## config.mk

```make
export PLATFORM = sky130hd
export DESIGN_NAME = l1_port_arbiter
export DESIGN_NICKNAME = d
export VERILOG_FILES = /design/src/rtl/l1_port_arbiter.sv
export SDC_FILE = /design/constraint.sdc
export NUM_CORES = 1
export LEC_CHECK = 0
export CORE_AREA = 2 2 145 147
export CTS_CLUSTER_DIAMETER = 100
export CTS_CLUSTER_SIZE = 14
export DETAILED_ROUTE_END_ITERATION = 7
export DIE_AREA = 0 0 147 149
export PLACE_DENSITY = 0.74
export SLEW_MARGIN = 10
export SYNTH_ARGS = -nofsm -noshare
export SYNTH_HDL_FRONTEND = slang
export SYNTH_SLANG_ARGS = --single-unit
```

## constraint.sdc

```tcl
create_clock -name clk -period 9.6 [get_ports clk]
set_input_delay 1.92 -clock clk [delete_from_list [all_inputs] [get_ports clk]]
set_output_delay 1.92 -clock clk [all_outputs]
set_load 0.02 [all_outputs]
```

## src/rtl/l1_port_arbiter.sv

```systemverilog
// l1_port_arbiter
// Shares the single unified L1 cache port between the instruction-fetch
// requester (imem) and the load/store requester (dmem). One access is in
// flight at a time. From idle, dmem wins. When one side completes while the
// other is waiting, the port hands over directly, which gives strict
// alternation under sustained contention. A watchdog forces completion of an
// access that the cache never acknowledges. Grant and contention counters are
// provided for debug.
`timescale 1ns/1ps
module l1_port_arbiter #(
  parameter int ADDR_W         = 32,
  parameter int DATA_W         = 32,
  parameter int TIMEOUT_CYCLES = 64,
  parameter int CNT_W          = 32
) (
  input  logic              clk,
  input  logic              reset,
  // instruction-fetch side
  input  logic              imem_req,
  input  logic [ADDR_W-1:0] imem_addr,
  output logic [DATA_W-1:0] imem_instn,
  output logic              imem_wait,
  // load/store side
  input  logic              dmem_req,
  input  logic              dmem_we,
  input  logic [ADDR_W-1:0] dmem_addr,
  input  logic [DATA_W-1:0] dmem_wd,
  input  logic [3:0]        dmem_mask,
  output logic [DATA_W-1:0] dmem_rd,
  output logic              dmem_wait,
  // unified L1 cache port
  output logic              mem_req,
  output logic              mem_we,
  output logic [ADDR_W-1:0] mem_addr,
  output logic [DATA_W-1:0] mem_wd,
  output logic [3:0]        mem_mask,
  input  logic [DATA_W-1:0] mem_rd,
  input  logic              mem_ack,
  // debug
  output logic              err_timeout,
  output logic [CNT_W-1:0]  cnt_igrant,
  output logic [CNT_W-1:0]  cnt_dgrant,
  output logic [CNT_W-1:0]  cnt_conflict
);

  typedef enum logic [1:0] {
    ST_IDLE   = 2'd0,
    ST_BUSY_I = 2'd1,
    ST_BUSY_D = 2'd2
  } state_t;

  // The watchdog only needs to count up to TIMEOUT_CYCLES-1.
  localparam int               WDOG_W    = $clog2(TIMEOUT_CYCLES);
  localparam logic [WDOG_W-1:0] WDOG_LAST = WDOG_W'(TIMEOUT_CYCLES - 1);

  state_t             r_state;
  logic [WDOG_W-1:0]  r_wdog;
  logic               r_err_timeout;
  logic [CNT_W-1:0]   r_cnt_igrant;
  logic [CNT_W-1:0]   r_cnt_dgrant;
  logic [CNT_W-1:0]   r_cnt_conflict;

  logic w_busy;
  logic w_busy_i;
  logic w_busy_d;
  logic w_forced;
  logic w_done;
  logic w_grant_i;
  logic w_grant_d;
  logic w_imem_wait;
  logic w_dmem_wait;
  logic w_conflict;

  assign w_busy_i = (r_state == ST_BUSY_I);
  assign w_busy_d = (r_state == ST_BUSY_D);
  assign w_busy   = w_busy_i | w_busy_d;

  // Forced completion: the watchdog reached its last count and the cache
  // still has not acknowledged in this cycle.
  assign w_forced = w_busy & ~mem_ack & (r_wdog == WDOG_LAST);
  assign w_done   = w_busy & (mem_ack | w_forced);

  // Grants. From idle dmem has priority; on completion the port goes to the
  // other side if it is requesting, never back to the side just served.
  assign w_grant_d = ((r_state == ST_IDLE) & dmem_req) |
                     (w_busy_i & w_done & dmem_req);
  assign w_grant_i = ((r_state == ST_IDLE) & ~dmem_req & imem_req) |
                     (w_busy_d & w_done & imem_req);

  assign w_imem_wait = imem_req & ~(w_busy_i & w_done);
  assign w_dmem_wait = dmem_req & ~(w_busy_d & w_done);
  assign w_conflict  = imem_req & dmem_req & (w_imem_wait | w_dmem_wait);

  // Arbiter FSM together with the access watchdog and the sticky timeout flag.
  always_ff @(posedge clk or posedge reset) begin
    if (reset) begin
      r_state       <= ST_IDLE;
      r_wdog        <= '0;
      r_err_timeout <= 1'b0;
    end else begin
      if (w_grant_d) begin
        r_state <= ST_BUSY_D;
      end else if (w_grant_i) begin
        r_state <= ST_BUSY_I;
      end else if (w_done) begin
        r_state <= ST_IDLE;
      end

      // Count consecutive unacknowledged busy cycles of the current access.
      if (w_grant_d | w_grant_i | w_done | ~w_busy) begin
        r_wdog <= '0;
      end else begin
        r_wdog <= r_wdog + WDOG_W'(1);
      end

      if (w_forced) begin
        r_err_timeout <= 1'b1;
      end
    end
  end

  // Debug counters; they wrap naturally at 2^CNT_W.
  always_ff @(posedge clk or posedge reset) begin
    if (reset) begin
      r_cnt_igrant   <= '0;
      r_cnt_dgrant   <= '0;
      r_cnt_conflict <= '0;
    end else begin
      if (w_grant_i) begin
        r_cnt_igrant <= r_cnt_igrant + CNT_W'(1);
      end
      if (w_grant_d) begin
        r_cnt_dgrant <= r_cnt_dgrant + CNT_W'(1);
      end
      if (w_conflict) begin
        r_cnt_conflict <= r_cnt_conflict + CNT_W'(1);
      end
    end
  end

  // Cache-side request mux, driven purely from the current owner.
  always_comb begin
    mem_req  = 1'b0;
    mem_we   = 1'b0;
    mem_addr = '0;
    mem_wd   = '0;
    mem_mask = 4'h0;
    case (r_state)
      ST_BUSY_D: begin
        mem_req  = 1'b1;
        mem_we   = dmem_we;
        mem_addr = dmem_addr;
        mem_wd   = dmem_wd;
        mem_mask = dmem_mask;
      end
      ST_BUSY_I: begin
        mem_req  = 1'b1;
        mem_mask = 4'hF;
        mem_addr = imem_addr;
      end
      default: begin
        mem_req = 1'b0;
      end
    endcase
  end

  // Returned data is passed only on a real acknowledge to the side being
  // served. A requester that abandoned its request mid-access gets nothing,
  // so the stale data from that access is discarded.
  assign imem_instn = (w_busy_i & mem_ack & imem_req) ? mem_rd : '0;
  assign dmem_rd    = (w_busy_d & mem_ack & dmem_req) ? mem_rd : '0;

  assign imem_wait    = w_imem_wait;
  assign dmem_wait    = w_dmem_wait;
  assign err_timeout  = r_err_timeout;
  assign cnt_igrant   = r_cnt_igrant;
  assign cnt_dgrant   = r_cnt_dgrant;
  assign cnt_conflict = r_cnt_conflict;

endmodule

```

==> results_dict.tcl <==
set metrics [dict create \
    grt_pass1_vias 5866 \
    post_cts_buffers 0 \
    power.leakage_nw 4.302 \
    cts_tree "built" \
    dp.cells 1269 \
    stdcell_area_mm2 0.01038 \
    cts_made_buffers 9 \
    cts-root-buf "clkbuf_16" \
    ctsHtreeMaxLevel 3 \
    synth_xor_area_share_pct 13.91 \
    synthAdderAreaFrac_pct 1.434 \
    cts.clk_slew.worst_paths_ns 0.07 \
    cpMaxStageDelayCell "and3_1" \
    hold_violations 0 \
    maxCapViolCount 0 \
    hpwl_mm 17.99 \
    syn-num-nets 795 \
    final.setup_skew_ns 0.005391 \
    initial_utilization_pct 29.70 \
    die_w_um 147 \
    fin_ws_ns 3.344 \
    slowest_delay_ns 0.80 \
    pin_count 371 \
    drive_gt1_share_pct 3.762 \
    vias 5997 \
    ys_top_cells_by_area "dfrtp_1 43%, and2_1 10%, xor2_1 7.5%, xnor2_1 6.5%, a22oi_1 3.9%" \
    layout_common_cells "370 x clkdlybuf4s50_1, 105 x dfrtp_1, 101 x and2_1, 52 x xor2_1, 45 x xnor2_1" \
    synth-simple-area-share_pct 30.61 \
    synth_compound_gate_area_share_pct 7.070 \
    groute.usage.overall_pct 19.95 \
    syn_area_per_cell_um2 9.394 \
    antenna_left 0 \
    cts_buffer_depth 2 \
    power.total_mw 1.936 \
    worst_pin_slew_ns 1.057 \
    grt_remaining_overflow 0 \
    synth_cell_types 43 \
    drv_slew 0 \
    switchingPower_uw 770.2 \
    mostFrequentLayoutCell "clkdlybuf4s50_1" \
    status "completed" \
    clkSinkCount 105 \
    critPathMaxFanout 32 \
    yosysSeqAreaShare_pct 43.03 \
    synthArstFlopShare_pct 100.0 \
    yosysWarningCount 0 \
    dominantRegCellSynth "dfrtp_1" \
    netlist_instances 650 \
    post_drt_wl_per_cell_um 17.91 \
    period_share_pct 65.17 \
    synth_top_family_by_area "simple AND/OR/NAND/NOR gates" \
    crit_required_ns 7.68 \
    fin_util_pct 50.47 \
    setup_viol 0 \
    grt_max_degree 75 \
    rsz0062_at_grt "no" \
    ys_ff_latch 105 \
    synth_top_area_cell "dfrtp_1" \
    drc 0 \
    place_area_mm2 0.01007 \
    die-area_mm2 0.02190 \
    syn2layout_area_growth_pct 69.92 \
    synth_edf_count 0 \
    max_clock_freq_ghz 0.1598 \
    p_int_mw 1.166 \
    hold_ws_ns 0.4659 \
    fp-row-count 53 \
    cp-end-kind "output port" \
    wirelength_mm 23.01 \
    power_frac_seq_pct 27.7 \
    ir_drop_v 0.00009518 \
    muxShareOfSynthArea_pct 0.5533 \
    cp.arrival_ns 4.34 \
    core-area_mm2 0.02056 \
    netlist.area_leader.share_pct 43.03 \
    crit_chain "clkdlybuf4s50_1, and3_1, and2_1, clkdlybuf4s50_1" \
    fin_cells 1285 \
    combPwrFrac_pct 52.9 \
    first_pass_iters 5 \
    fp.dieH_um 149 \
    path_class "input pin to output port" \
    clk_latency_ns 0.34 \
    powerDensity_mw_per_mm2 186.6 \
    synth_area_mm2 0.006106 \
    crit_top_cell "clkdlybuf4s50_1" \
    hold_class "register to register" \
    via_per_inst 4.667 \
    drtIter0Drc 223 \
    setup.worst_path.start_class "input pin" \
    cts_hold_buf 0 \
    p_clk_share_pct 19.3 \
    post-place-ws_ns 3.390 \
    p_sw_share_pct 39.77 \
    gp_congestion 0.8657 \
    maxSlewHeadroom_pct 29.23 \
    nets 1150 \
    antenna_cells 0 \
    io_buffers 370 \
    tns_ns 0 \
    ctsResizeCount 0 \
    grt_pass1_wl_mm 34.24 \
    finalCriticalPeriod_ns 6.256 \
    antenna_found_initial 1 \
]
## metal layers
layer | up-vias | share of wire [%] | track usage (%)
met1 | 2864 | 44 | 25.92
met5 | - | 0.074 | 0
met3 | 29 | 5.0 | 3.945
met2 | 196 | 49 | 33.80
li1 | 2906 | - | -
met4 | 2 | 2.2 | 6.010
## worst paths after layout
kind / start / end / slack [ns] / depth (start not counted)
worst max-delay path: mem_ack / dmem_rd[14] / 3.34 / 4
worst min-delay path: r_wdog[0] / r_wdog[0] / 0.47 / 1
worst max register to register: r_state[0] / cnt_igrant[13] / 6.28 / 8
worst min register to register: r_wdog[0] / r_wdog[0] / 0.47 / 1
max in group asynchronous: reset / r_wdog[4] / 6.39 / 3
min in group asynchronous: reset / cnt_conflict[25] / 1.93 / 2
## synth_stat cells, types with 2 or more instances
library cell,number
dfrtp_1,105
and2_1,101
xor2_1,52
xnor2_1,45
nor2_1,38
nand3_1,36
nor2b_1,36
nand2_1,33
a22oi_1,32
nor3_1,29
inv_1,25
clkbuf_1,23
nand4_1,18
nor4_1,14
and3_1,12
ha_1,7
a21oi_1,6
buf_1,3
mux2_2,3
nor3_2,3
a31oi_1,2
buf_2,2
nand3_2,2
nand4_2,2
o211ai_1,2
or4_1,2
## critical path, delay by kind of cell
| family | cells | cell delay, ns |
|---|---|---|
| buf+inv | 2 | 1.32 |
| simple gates | 2 | 1.08 |
## flip-flops by register name, indices dropped and copies added (netlist names)
signal	cells
cnt_conflict	32
cnt_dgrant	32
cnt_igrant	32
r_wdog	6
r_state	2
err_timeout	1
## power groups by stage
stage                     sequential (mW)  combinational (mW)  clock [mW]
final                               0.537                1.02       0.375
after global routing                0.546                1.08       0.406
after CTS                           0.537                1.04       0.385
after detailed placement            0.544                1.04           0
after global placement              0.542                1.03           0
after floorplan                     0.575               0.503           0
## cells by family after synthesis
group	Yosys count
adder cells (fa/ha/maj)	7
XOR/XNOR	97
flip-flops	105
buffers and inverters	54
AND/OR/NAND/NOR	331
AO/OA/AOI/OAI	53
multiplexers	3
## cell type report
class / count / area, µm²
Multi-Input combinational cell: 491 / 3277
Timing Repair Buffer: 373 / 3726
Inverter: 25 / 96.34
Clock buffer: 10 / 239.0
Clock inverter: 6 / 65.06
Fill cell: 1896 / 10180
Sequential cell: 105 / 2628
Tap cell: 275 / 344.1
(Power assumes the default switching activity.)
